**config.mk**
```make
export PLATFORM = sky130hd
export DESIGN_NAME = dmem_arbiter
export DESIGN_NICKNAME = d
export VERILOG_FILES = /design/src/rtl/dmem_arb_pkg.sv /design/src/rtl/dmem_arb_wait_counter.sv /design/src/rtl/dmem_arbiter.sv
export SDC_FILE = /design/constraint.sdc
export NUM_CORES = 1
export LEC_CHECK = 0
export CORE_ASPECT_RATIO = 1.75
export CORE_UTILIZATION = 29
export CTS_BUF_LIST = sky130_fd_sc_hd__clkbuf_4 sky130_fd_sc_hd__clkbuf_8
export DETAILED_ROUTE_END_ITERATION = 10
export PLACE_DENSITY = 0.89
export SLEW_MARGIN = 20
export SYNTH_ARGS = -nofsm -noshare
export SYNTH_HDL_FRONTEND = slang
export SYNTH_SLANG_ARGS = --single-unit
```
**constraint.sdc**
```tcl
create_clock -name clock -period 3.33 [get_ports clock]
set_clock_uncertainty 0.05 [all_clocks]
set_input_delay 0.666 -clock clock [delete_from_list [all_inputs] [get_ports clock]]
set_output_delay 0.666 -clock clock [all_outputs]
set_load 0.005 [all_outputs]
```
**src/rtl/dmem_arb_pkg.sv**
```systemverilog
// Shared encodings for the dmem arbiter: FSM states, port owner and wait-counter width.
// Imported by dmem_arbiter and arb_wait_counter.
package dmem_arb_pkg;

    localparam int WAIT_W = 8;

    typedef enum logic {
        ARB_NORMAL = 1'b0,
        ARB_FORCE  = 1'b1
    } arb_state_t;

    typedef enum logic {
        OWN_PROC   = 1'b0,
        OWN_PERIPH = 1'b1
    } arb_owner_t;

endpackage

```
**src/rtl/dmem_arb_wait_counter.sv**
```systemverilog
// Saturating count of cycles the peripheral has waited without a grant.
// at_max flags the count reaching MAX_WAIT, which arms the forced grant.
module arb_wait_counter
    import dmem_arb_pkg::*;
#(
    parameter int MAX_WAIT = 8
) (
    input  logic clock,
    input  logic reset,
    input  logic periph_req,
    input  logic periph_gnt,
    output logic at_max
);

    localparam logic [WAIT_W-1:0] MAX_CNT = WAIT_W'(MAX_WAIT);

    logic [WAIT_W-1:0] r_wait_cnt;

    always_ff @(posedge clock) begin
        if (reset || !periph_req || periph_gnt) begin
            r_wait_cnt <= '0;
        end else if (r_wait_cnt != MAX_CNT) begin
            r_wait_cnt <= r_wait_cnt + 1'b1;
        end
    end

    assign at_max = (r_wait_cnt == MAX_CNT);

endmodule

```
**src/rtl/dmem_arbiter.sv**
```systemverilog
// Shares the single-port dmem between the processor (fixed priority) and one peripheral.
// Optional starvation guard under macro DMEM_ARB_STARVE_EN: forces one peripheral slot and stalls the processor.
module dmem_arbiter
    import dmem_arb_pkg::*;
#(
    parameter int ADDR_W   = 12,
    parameter int DATA_W   = 32,
    parameter int MAX_WAIT = 8
) (
    input  logic              clock,
    input  logic              reset,
    input  logic              proc_req,
    input  logic [ADDR_W-1:0] proc_address,
    input  logic [DATA_W-1:0] proc_data,
    input  logic              proc_wren,
    output logic [DATA_W-1:0] proc_q,
    output logic              proc_stall,
    input  logic              periph_req,
    input  logic              periph_wren,
    input  logic [ADDR_W-1:0] periph_address,
    input  logic [DATA_W-1:0] periph_wdata,
    output logic              periph_gnt,
    output logic              periph_rvalid,
    output logic [DATA_W-1:0] periph_rdata,
    output logic [ADDR_W-1:0] dmem_address,
    output logic [DATA_W-1:0] dmem_data,
    output logic              dmem_wren,
    input  logic [DATA_W-1:0] dmem_q
);

    arb_owner_t        w_owner;
    logic              w_force;
    logic              r_rvalid;
    logic [DATA_W-1:0] r_rdata;

`ifdef DMEM_ARB_STARVE_EN
    arb_state_t r_state;
    logic       w_at_max;

    arb_wait_counter #(
        .MAX_WAIT (MAX_WAIT)
    ) u_wait_counter (
        .clock      (clock),
        .reset      (reset),
        .periph_req (periph_req),
        .periph_gnt (periph_gnt),
        .at_max     (w_at_max)
    );

    // FORCE lasts exactly one cycle; the grant it produces clears the counter.
    always_ff @(posedge clock) begin
        if (reset) begin
            r_state <= ARB_NORMAL;
        end else begin
            case (r_state)
                ARB_NORMAL: r_state <= w_at_max ? ARB_FORCE : ARB_NORMAL;
                default:    r_state <= ARB_NORMAL;
            endcase
        end
    end

    assign w_force = (r_state == ARB_FORCE);
`else
    logic w_unused_max_wait;
    assign w_unused_max_wait = (MAX_WAIT > 0);
    assign w_force           = 1'b0;
`endif

    always_comb begin
        w_owner = OWN_PROC;
        if (w_force) begin
            w_owner = OWN_PERIPH;
        end else if (!proc_req && periph_req) begin
            w_owner = OWN_PERIPH;
        end
    end

    // Each requester's wren is qualified by its own request so an idle owner never writes.
    always_comb begin
        dmem_address = proc_address;
        dmem_data    = proc_data;
        dmem_wren    = proc_req && proc_wren && !reset;
        if (w_owner == OWN_PERIPH) begin
            dmem_address = periph_address;
            dmem_data    = periph_wdata;
            dmem_wren    = periph_req && periph_wren && !reset;
        end
    end

    assign periph_gnt = periph_req && (w_owner == OWN_PERIPH) && !reset;
    assign proc_stall = w_force;
    assign proc_q     = dmem_q;

    // dmem is clocked on the falling edge, so dmem_q holds the granted read by the next rising edge.
    always_ff @(posedge clock) begin
        if (reset) begin
            r_rvalid <= 1'b0;
            r_rdata  <= '0;
        end else begin
            r_rvalid <= periph_gnt && !periph_wren;
            if (periph_gnt && !periph_wren) begin
                r_rdata <= dmem_q;
            end
        end
    end

    assign periph_rvalid = r_rvalid && !reset;
    assign periph_rdata  = r_rdata;

endmodule

```
Yosys cells after proc, flatten, opt, wreduce, memory -nomap -nowiden
Index checks and enable logic that the tools add are counted.
{"block": "op_classes", "mux": 4, "reduce_logical": 12}
{"cell": "$mux W32", "n": 1}
{"cell": "$mux W12", "n": 1}
{"cell": "$logic_and A1 B1 Y1", "n": 9}
{"cell": "$logic_not A1 Y1", "n": 3}
{"cell": "$mux W1", "n": 2}
{"block": "totals", "regBits": 33, "inputBits": 126, "output_inout_bits": 112, "wordCells": 18}

Logic depth before layout (Yosys ltp)
{"block": "depth", "depth_word": 6, "ltp_mapped": 4}

Worst setup path before layout
OpenSTA, ideal clock, no wires.
{"block": "synth_path", "kind": "input to output", "startpoint": "in proc_req", "endpoint": "out dmem_address[10]", "arrival_ns": 1.372, "path_slack_ns": 1.242, "cell_stages": 4, "path_cell_list": "nand2b_4 -> buf_12 -> buf_12 -> mux2_4"}
{"block": "synth_via", "elab_chain_len": 4}
{"element": "start, declared", "line_no": "dmem_arbiter.sv:12", "text": "input logic proc_req,"}
{"element": "$logic_not A1 Y1", "line_no": "dmem_arbiter.sv:73", "text": "end else if (!proc_req && periph_req) begin"}
{"element": "$logic_and A1 B1 Y1", "line_no": "dmem_arbiter.sv:73"}
{"element": "$mux W1", "line_no": "dmem_arbiter.sv:73"}
{"element": "$mux W12", "line_no": "dmem_arbiter.sv:83", "text": "if (w_owner == OWN_PERIPH) begin"}
{"element": "end, declared", "line_no": "dmem_arbiter.sv:25", "text": "output logic [ADDR_W-1:0] dmem_address,"}
No other way between the ends.

Worst setup path in the final report
{"block": "layout_path", "startpoint": "in proc_req", "endpoint": "out dmem_address[1]"}
Same word-level chain as after synthesis.

==> flow_metrics.py <==
metrics = {
    "sta": {
        "timing_max_transition_violations_final": 0,
        "final_critical_path_setup_slack_ns": 0.281,
        "final_period_minus_worst_setup_slack_ns": 3.05,
        "clock.fmax_ghz": 0.328,
        "grt_setup_unrepaired": "no",
        "period_share_pct": 91.6,
        "finalHoldViolCount": 0,
        "worstMarginPinSlew_ns": 0.547,
        "finish_stage_setup_viols": 0,
        "finalSetupTns_ns": 0,
        "timing.max_slew.rel_slack_pct": 63.5,
    },
    "pwr": {
        "internal_power_mw": 0.998,
        "p_clk_share_pct": 31.3,
        "power.switching_fraction_pct": 22.5,
        "report.power.total_mw": 1.29,
        "power.combinational.fraction_pct": 36.4,
        "power_leakage_nw": 1.88,
        "power.net_switching_mw": 0.290,
        "p_per_area_nw_per_um2": 269,
        "seq_power_share_pct": 32.3,
        "ir_drop_mv": 0.278,
    },
    "logic_synthesis": {
        "main_combinational_cell_family_by_area_after_synthesis": "multiplexers",
        "yosys_register_bits": 33,
        "synthDistinctLibCells": 19,
        "netlist_instances": 231,
        "synth.avg_cell_area_um2": 10.9,
        "ys_dominant_reg_cell": "dfxtp_1",
        "synth_xor_area_share_pct": 0,
        "synth_sequential_area_ratio_pct": 26.3,
        "synthMostInstantiatedCell": "nand2b_1",
        "synth_top_cell_by_area": "dfxtp_1",
        "synth.yosys.warnings": 0,
        "post_synth_mux_area_share_pct": 38.2,
        "synth_compound_area_share_pct": 0.200,
        "synth_simple_gate_area_share_pct": 18.1,
        "post_synth_most_frequent_cells": "nand2b_1, mux2_4, buf_4",
        "synth-edff-count": 0,
        "biggest_area_contributors_in_the_synthesized_netlist": "dfxtp_1, mux2_4, nand2b_1, mux2i_1, buf_4",
        "asyncSetResetFlopFracSynth_pct": 0,
        "mappedNetlistNets": 357,
        "synth.top_cell.area_share_pct": 26.3,
        "mappedNetlistArea_um2": 2510,
        "synth_adder_area_share_pct": 0,
    },
    "cts": {
        "tritoncts_num_sinks": 33,
        "cts_root_buf": "clkbuf_8",
        "h-tree-depth": 2,
        "post_cts.resized_instances": 0,
        "clock_pin_transition_on_the_worst_setup_and_hold_timing_paths_ns": 0.07,
        "worst_skew_pair.late_latency_ns": 0.29,
        "postCtsHoldBufs": 0,
        "tritoncts": "done",
        "clk_path_buf_depth": 2,
        "cts_setup_buffers": 0,
        "cts-buffers-inserted": 5,
    },
    "worst_setup_path": {
        "worst-setup-path-type": "input pin to output port",
        "critPathMaxStageDelay_ns": 0.48,
        "cp_data_arrival_time_ns": 2.33,
        "r2r-end": "periph_rdata[18]",
        "worst-r2r-cell-count": 2,
        "startpoint_of_the_lowest_slack_register_to_register_path": "periph_rdata[18]",
        "required_ns": 2.61,
        "cp_common_cell": "clkdlybuf4s50_1",
        "reg2reg_slack_ns": 2.67,
        "timing.critical_path.cells": "clkdlybuf4s50_1 > nand2b_4 > buf_12 > mux2_2 > clkdlybuf4s50_1",
        "setup_crit_start_kind": "input pin",
        "crit_path_top_delay_cell": "clkdlybuf4s50_1",
        "crit_path_end_kind": "output port",
        "critical_path_peak_fanout": 29,
    },
    "routing": {
        "vias_per_cell": 4.30,
        "route.vias.total": 2357,
        "wl_met3_mm": 1.61,
        "dr.first_iter.drc_count": 33,
        "route.met2.wl_mm": 4.14,
        "wl_met1_mm": 2.64,
        "detailedRoute.firstPassIterationCount": 4,
        "detail_route.drc_violations": 0,
        "avgRoutedWirePerCell_um": 15.5,
        "routed_wl_mm": 8.51,
        "highest-signal-layer": "met5",
        "number_of_nets_with_antenna_violations_after_routing": 0,
    },
    "floorplanning": {
        "rows": 44,
        "chipWidth_um": 72.3,
        "die-area_um2": 9040,
        "io-pin-count": 238,
        "design.core.area_um2": 8370,
        "initial_utilization_pct": 30.0,
        "die_y_um": 125,
    },
    "global_route": {
        "grt_max_degree": 42,
        "globalRouteOverflowTotal": 0,
        "grt_pass1_vias": 2526,
        "grt.total_usage_pct": 18.5,
        "antenna_found_initial": 4,
        "wire_length_of_the_first_global_routing_pass_mm": 12.6,
    },
    "finish": {
        "syn_to_final_growth_pct": 90.8,
        "finish.net_count": 557,
        "layout-drive-gt1-share_pct": 13.9,
    },
    "run": {
        "max-cap-violations": 0,
    },
    "hold_path": {
        "hold_end": "periph_rdata[7]",
        "hold-path-cell-count": 2,
        "min-delay-start": "periph_rdata[7]",
        "worst_hold_class": "flop to flop",
    },
    "placed_design": {
        "number_of_port_buffers": 236,
        "place_worst_setup_slack_ns": 0.273,
        "routabilityCongestion": 0.743,
        "place_hpwl_mm": 7.10,
    },
    "status": {
        "outcome": "finished clean",
    },
}
-- worst max-delay path by stage --
stage                  start          endpoint  slack, ns  cells after the start
detailed placement  proc_req   dmem_address[1]       0.27                      5
global placement    proc_req     dmem_data[31]       0.28                      5
CTS                 proc_req  dmem_address[11]       0.27                      5
global route        proc_req   dmem_address[1]       0.21                      5
finish              proc_req   dmem_address[1]       0.28                      5
floorplan           proc_req  dmem_address[10]       1.24                      4
-- area by class of cell --
type / instances / area [µm²]
clock buffers: 6 / 82.6
well taps: 115 / 144
fillers: 722 / 3580
flip-flops and latches: 33 / 661
diodes: 1 / 2.50
repair buffers: 242 / 2430
multi-input cells: 149 / 1430
clock inverters: 2 / 37.5
-- power groups by stage --
stage          Clock (mW)  Combinational, mW  Sequential [mW]
3_5_place_dp            0              0.472            0.425
3_3_place_gp            0              0.464            0.424
2_1_floorplan           0              0.188            0.425
4_1_cts             0.418              0.474            0.416
6_report            0.404              0.469            0.415
5_1_grt             0.432              0.499            0.417
-- placed cells by master, fill, tap and decap left out --
master	Yosys	final
bufinv_16	0	1
nor2_1	1	1
nand2b_4	1	1
nand3b_1	1	1
clkdlybuf4s50_1	0	236
conb_1	1	1
clkbuf_8	0	6
nand2b_1	64	64
nor3_1	1	1
mux2i_1	32	32
nor2b_1	1	1
dfxtp_1	33	33
a21oi_1	1	1
mux2_4	38	38
nor3b_4	0	1
clkinvlp_4	0	1
diode_2	0	1
buf_4	34	4
mux2_2	6	6
buf_12	5	2
nand2_1	1	1
-- through the flow --
step / instance area, µm² / hold WS, ns / std cells / util (%)
after CTS: 4780 / 0.428 / 547 / 57.2
after detailed placement: 4660 / 0.412 / 539 / 55.7
after global routing: 4780 / 0.449 / 547 / 57.2
after floorplan: 2510 / 0.415 / 231 / -
after global placement: 4660 / 0.406 / 539 / 55.7
final: 4790 / 0.423 / 548 / 57.2
-- worst max-delay path: cells and delay by family --
kind / cells / cell delay (ns)
buf+inv: 3 / 1.14
simple gates: 1 / 0.15
mux: 1 / 0.36
-- registers in the layout (all words and copies together), names as in the netlist --
| name | flops |
|---|---|
| r_rvalid | 1 |
| periph_rdata | 32 |
-- cell families (layout without fill, tap and decap cells) --
group,count (synthesis),after routing
multiplexers,76,76
AND/OR/NAND/NOR,71,71
buffers and inverters,49,250
flip-flops,33,33
other,1,2
AO/OA/AOI/OAI,1,1
-- metal layers --
layer / GRT usage [%] / vias up
met5: 0 / -
met4: 5.88 / 2
met3: 13.9 / 10
met2: 33.8 / 171
met1: 14.7 / 1045
li1: - / 1129
No activity file was read; power rests on OpenSTA's default activity.
